[config.mk]
export PLATFORM = sky130hd
export DESIGN_NAME = pipeline_flow_ctrl
export DESIGN_NICKNAME = d
export VERILOG_FILES = /design/src/rtl/pipeline_flow_ctrl.sv
export SDC_FILE = /design/constraint.sdc
export NUM_CORES = 1
export LEC_CHECK = 0
export CAP_MARGIN = 20
export CORE_AREA = 2 2 48 50
export DETAILED_ROUTE_END_ITERATION = 8
export DIE_AREA = 0 0 50 52
export GPL_TIMING_DRIVEN = 0
export PLACE_DENSITY_LB_ADDON = 0.2
export SYNTH_ARGS = -nofsm -noshare
export SYNTH_HDL_FRONTEND = slang
export SYNTH_SLANG_ARGS = --single-unit
[constraint.sdc]
create_clock -name clock -period 3.15 [get_ports clock]
set_input_delay 0.63 -clock clock [delete_from_list [all_inputs] [get_ports clock]]
set_output_delay 0.63 -clock clock [all_outputs]
set_load 0.02 [all_outputs]
[src/rtl/pipeline_flow_ctrl.sv]
`default_nettype none
// ============================================================================
//  Module   : pipeline_flow_ctrl
//  Brief    : Stall/flush sequencer for the 5-stage pipeline (redirect,
//             load-use bubble, multdiv wait). Optional statistics counters
//             are compiled in with PIPE_FLOW_STATS_EN.
//  Revision : 1.0  initial release
// ============================================================================
module pipeline_flow_ctrl #(
    parameter int FLUSH_DEPTH = 2,
    parameter int MD_TIMEOUT  = 64
) (
    input  logic        clock,
    input  logic        reset,
    input  logic        branch,
    input  logic        load_use,
    input  logic        md_start,
    input  logic        md_ready,
    output logic        pc_we,
    output logic        fd_we,
    output logic        dx_we,
    output logic        fd_flush,
    output logic        dx_flush,
    output logic        xm_bubble,
    output logic        md_busy,
    output logic        md_timeout,
    output logic [1:0]  ctrl_state
`ifdef PIPE_FLOW_STATS_EN
    ,
    output logic [31:0] stat_redirects,
    output logic [31:0] stat_stall_cycles
`endif
);

    typedef enum logic [1:0] {
        RUN      = 2'd0,
        MD_WAIT  = 2'd1,
        REDIRECT = 2'd2,
        ILLEGAL  = 2'd3
    } state_t;

    localparam logic [2:0] c_RCNT_LOAD = 3'((FLUSH_DEPTH > 1) ? (FLUSH_DEPTH - 2) : 0);
    localparam logic [7:0] c_TCNT_LAST = 8'(MD_TIMEOUT - 1);

    state_t     r_state;
    logic [2:0] r_rCnt;
    logic [7:0] r_tCnt;

    state_t     w_nextState;
    logic [2:0] w_rCntNext;
    logic [7:0] w_tCntNext;

    assign ctrl_state = r_state;

    always_comb begin
        pc_we       = 1'b0;
        fd_we       = 1'b0;
        dx_we       = 1'b0;
        fd_flush    = 1'b0;
        dx_flush    = 1'b0;
        xm_bubble   = 1'b0;
        md_busy     = 1'b0;
        md_timeout  = 1'b0;
        w_nextState = r_state;
        w_rCntNext  = r_rCnt;
        w_tCntNext  = r_tCnt;

        case (r_state)
            RUN, REDIRECT: begin
                // A branch in REDIRECT is treated exactly like one in RUN.
                if (branch) begin
                    {pc_we, fd_we, dx_we} = 3'b111;
                    fd_flush   = 1'b1;
                    dx_flush   = 1'b1;
                    w_rCntNext = c_RCNT_LOAD;
                    if (FLUSH_DEPTH > 1)
                        w_nextState = REDIRECT;
                    else
                        w_nextState = RUN;
                end else if (r_state == REDIRECT) begin
                    {pc_we, fd_we, dx_we} = 3'b111;
                    fd_flush = 1'b1;
                    if (r_rCnt == 3'd0)
                        w_nextState = RUN;
                    else
                        w_rCntNext = r_rCnt - 3'd1;
                end else if (md_start) begin
                    w_nextState = MD_WAIT;
                    w_tCntNext  = 8'd0;
                end else if (load_use) begin
                    dx_we    = 1'b1;
                    dx_flush = 1'b1;
                end else begin
                    {pc_we, fd_we, dx_we} = 3'b111;
                end
            end
            MD_WAIT: begin
                md_busy = 1'b1;
                if (md_ready || (r_tCnt == c_TCNT_LAST)) begin
                    {pc_we, fd_we, dx_we} = 3'b111;
                    md_timeout  = ~md_ready;
                    w_nextState = RUN;
                end else begin
                    xm_bubble  = 1'b1;
                    w_tCntNext = r_tCnt + 8'd1;
                end
            end
            default: begin
                w_nextState = RUN;
            end
        endcase

        if (reset) begin
            pc_we      = 1'b0;
            fd_we      = 1'b0;
            dx_we      = 1'b0;
            fd_flush   = 1'b0;
            dx_flush   = 1'b0;
            xm_bubble  = 1'b0;
            md_busy    = 1'b0;
            md_timeout = 1'b0;
        end
    end

    always_ff @(posedge clock) begin
        if (reset) begin
            r_state <= RUN;
            r_rCnt  <= 3'd0;
            r_tCnt  <= 8'd0;
        end else begin
            r_state <= w_nextState;
            r_rCnt  <= w_rCntNext;
            r_tCnt  <= w_tCntNext;
        end
    end

`ifdef PIPE_FLOW_STATS_EN
    always_ff @(posedge clock) begin
        if (reset) begin
            stat_redirects    <= 32'd0;
            stat_stall_cycles <= 32'd0;
        end else begin
            if (((r_state == RUN) || (r_state == REDIRECT)) && branch)
                stat_redirects <= stat_redirects + 32'd1;
            if ((r_state == MD_WAIT) ||
                ((r_state == RUN) && !branch && !md_start && load_use))
                stat_stall_cycles <= stat_stall_cycles + 32'd1;
        end
    end
`endif

endmodule
`default_nettype wire

==> run summary, run 1 <==
final sum of negative setup slack - 0 ps
clock tree from TritonCTS - done
number of hold buffers added after CTS - 0
maximum buffer depth of the clock tree - 2
HPWL Detailed - 1200 um
Leak Pwr - 0.000389 uW
leading cell type by number of instances after synthesis - sky130_fd_sc_hd__dfxtp_1
post-detailed-routing wire length - 1540 um
Finished Core Util - 0.475
global-route wire length before repair - 2590 um
Die Area - 2600 um^2
clock tree root buffer cell - sky130_fd_sc_hd__clkbuf_4
PortBufs - 15
top cells by area in the synthesized netlist - sky130_fd_sc_hd__dfxtp_1 (33%), sky130_fd_sc_hd__a21oi_1 (5.8%), sky130_fd_sc_hd__ha_1 (4.8%)
clock transition at the registers of the reported paths - 70 ps
status - finished, final reports clean
fraction of final layout cells with drive strength greater than 1 - 0.114
number of distinct library cells after synthesis - 34
vias per inst - 5.15
Sw Share - 0.259
die height - 52 um
TritonRoute pass-1 iters - 4
maximum frequency from static timing analysis - 329 MHz
Final setup violation count - 0
number of max-cap violations - 0
via count - 731
antenna cells - 0
Power Density - 328 nW/um^2
post-synthesis instance area - 779 um^2
grt ovf - 0
total I/O pin count - 16
Seq/Total Area, Yosys - 0.334
clock power share - 0.306
YS warnings - 0
net count of the finished layout - 124
Data required, critical path - 2520 ps
path class of the lowest-slack min-delay path - reg2reg
share of the synthesized area in the top cell type - 0.334
fin area - 1000 um^2
startpoint type of the worst setup path - input pin
Primary FF master, synth - sky130_fd_sc_hd__dfxtp_1
Starting Density - 0.370
Crit path max-delay family - buffers and inverters
total CTS buffers - 3
Slew HR - 0.722
Post-synth top cells - sky130_fd_sc_hd__dfxtp_1 (13), sky130_fd_sc_hd__a21oi_1 (9), sky130_fd_sc_hd__nor2_1 (7), sky130_fd_sc_hd__nor3_1 (7)
number of enable-type register cells in the synthesized netlist - 0
clock sinks - 13
Placer Congestion - 0.784
Layout Skew - 4.87 ps
final number of hold-violating endpoints - 0
data arrival time at the worst-slack endpoint - 2410 ps
launch point of the critical path - reset
reg2reg start - r_tCnt[0]
slowest stage cell on the critical path - sky130_fd_sc_hd__clkdlybuf4s50_1
iteration-0 DRC count of the detailed router - 20
total global-route track usage - 0.128
die outline width - 50 um
final non-filler cell total - 142
Tightest Pin Transition - 415 ps
core region area - 2110 um^2
synthesis-to-layout area growth - 28.3%
crit path cell chain - clkdlybuf4s50_1, or3b_1, buf_6, nor3_1, clkdlybuf4s50_1
Syn Inst Count - 95
Critical Setup Path Class - in2out
period utilization - 0.965
placement row count - 17
placed instance count - 138
worst-path maximum fanout - 7
cell area reported after detailed placement - 965 um^2
largest net degree at the start of global routing - 11
async set-or-reset flop fraction in the synthesized netlist - 0
number of max-slew violations in the final report - 0
net switching power - 85.0 uW
Seq cells post-synth - 13
combinational fraction of design power - 0.180
Setup crit end kind - primary output
Max VDD drop - 0.224 mV
sequential fraction of design power - 0.515
Min Clock Period, post-route - 3040 ps
PnR Total Power - 328 uW
setup repair after global routing missed its margin - false
antenna violations before repair - 0
CP Buf/Inv Count - 3
number of routed nets with antenna violations - 0
Avg WL per Cell - 10.9 um
Worst Min Path Start - r_rCnt[0]
nets in the synthesized netlist - 104
via count of the first global-routing pass - 582
internal power contribution - 243 uW
Mean Syn Cell Area - 8.21 um^2
Max stage delay on crit path - 620 ps
most frequent CP cell - sky130_fd_sc_hd__clkdlybuf4s50_1
level count of the clock H-tree - 1
cell taking the most area after synthesis - sky130_fd_sc_hd__dfxtp_1
detailed-route DRC error count - 0
clock latency of the later-clocked register in the worst-skew pair - 270 ps
[tightest hold or removal path, cell delays in order (launching register included)]
cell	delay [ps]
sky130_fd_sc_hd__dfxtp_1	310
sky130_fd_sc_hd__nand2_1	50
sky130_fd_sc_hd__a21oi_1	50
[worst paths after layout]
check	to	slack, ps	cells after the start
max	md_timeout	110	5
min	r_rCnt[0]	470	2
max reg2reg	r_tCnt[0]	1430	6
min reg2reg	r_rCnt[0]	470	2
[placed cells by master, fill, tap and decap left out, types with 4 or more instances in the layout]
cell type                         Yosys  routed
sky130_fd_sc_hd__nor2_1               7       7
sky130_fd_sc_hd__dfxtp_1             13      11
sky130_fd_sc_hd__inv_1                6       6
sky130_fd_sc_hd__and3_1               4       4
sky130_fd_sc_hd__nand3_1              5       5
sky130_fd_sc_hd__nand2_1              6       6
sky130_fd_sc_hd__a21oi_1              9       9
sky130_fd_sc_hd__a211o_1              4       4
sky130_fd_sc_hd__clkdlybuf4s50_1      0      14
sky130_fd_sc_hd__nor3_1               7       7
[metrics by stage]
step / hold slack, ps / setup slack, ps
global route: 491 / 17.2
detailed placement: 462 / -29.9
global placement: 443 / -52.9
CTS: 473 / 90.2
floorplan: 431 / 787
finish: 468 / 111
[flip-flops by register name, summed over array words and instances (netlist names)]
| signal | flops |
|---|---|
| ctrl_state | 2 |
| r_rCnt | 3 |
| r_tCnt | 8 |
[layer usage]
layer  wire length (um)  share of wire  up-vias  track usage
li1                   -              -      383            -
met1                756           0.49      340        0.170
met2                739           0.48        6        0.195
met3                 33          0.021        2       0.0259
met4                 12         0.0078        0       0.0694
met5                  0              0        -            0
[logic make-up after synthesis]
logic type               synth area share
adder cells (fa/ha/maj)            0.0482
AO/OA/AOI/OAI                       0.249
AND/OR/NAND/NOR                     0.286
multiplexers                       0.0144
flip-flops                          0.334
buffers and inverters              0.0690
[power groups by stage]
stage | Sequential [uW] | Combinational [uW] | Clock (uW)
global route | 169 | 63.0 | 116
floorplan | 174 | 30.4 | 0
detailed placement | 173 | 58.8 | 0
finish | 169 | 58.9 | 100
CTS | 169 | 58.9 | 107
global placement | 173 | 58.8 | 0
[layout make-up]
type | count | area, um^2
plain buffers | 5 | 31.3
clock buffers | 4 | 26.3
fillers | 210 | 1110
inverters | 6 | 22.5
multi-input cells | 71 | 473
flip-flops and latches | 13 | 263
well taps | 28 | 35.0
repair buffers | 15 | 149
[what timing repair did]
item,4_1_cts,5_1_grt
endpoints found under the setup margin,1,1
setup buffers,0,0
gates cloned,0,0
resized for setup,1,3
Power figures use the tool's default switching activity.
==> inputs of run 2 (changes only) <==
Settings changed: SLEW_MARGIN from default to 20.
==> results of run 2 <==
Same layout as run 1: the final DEF is identical, and so are final timing and power.
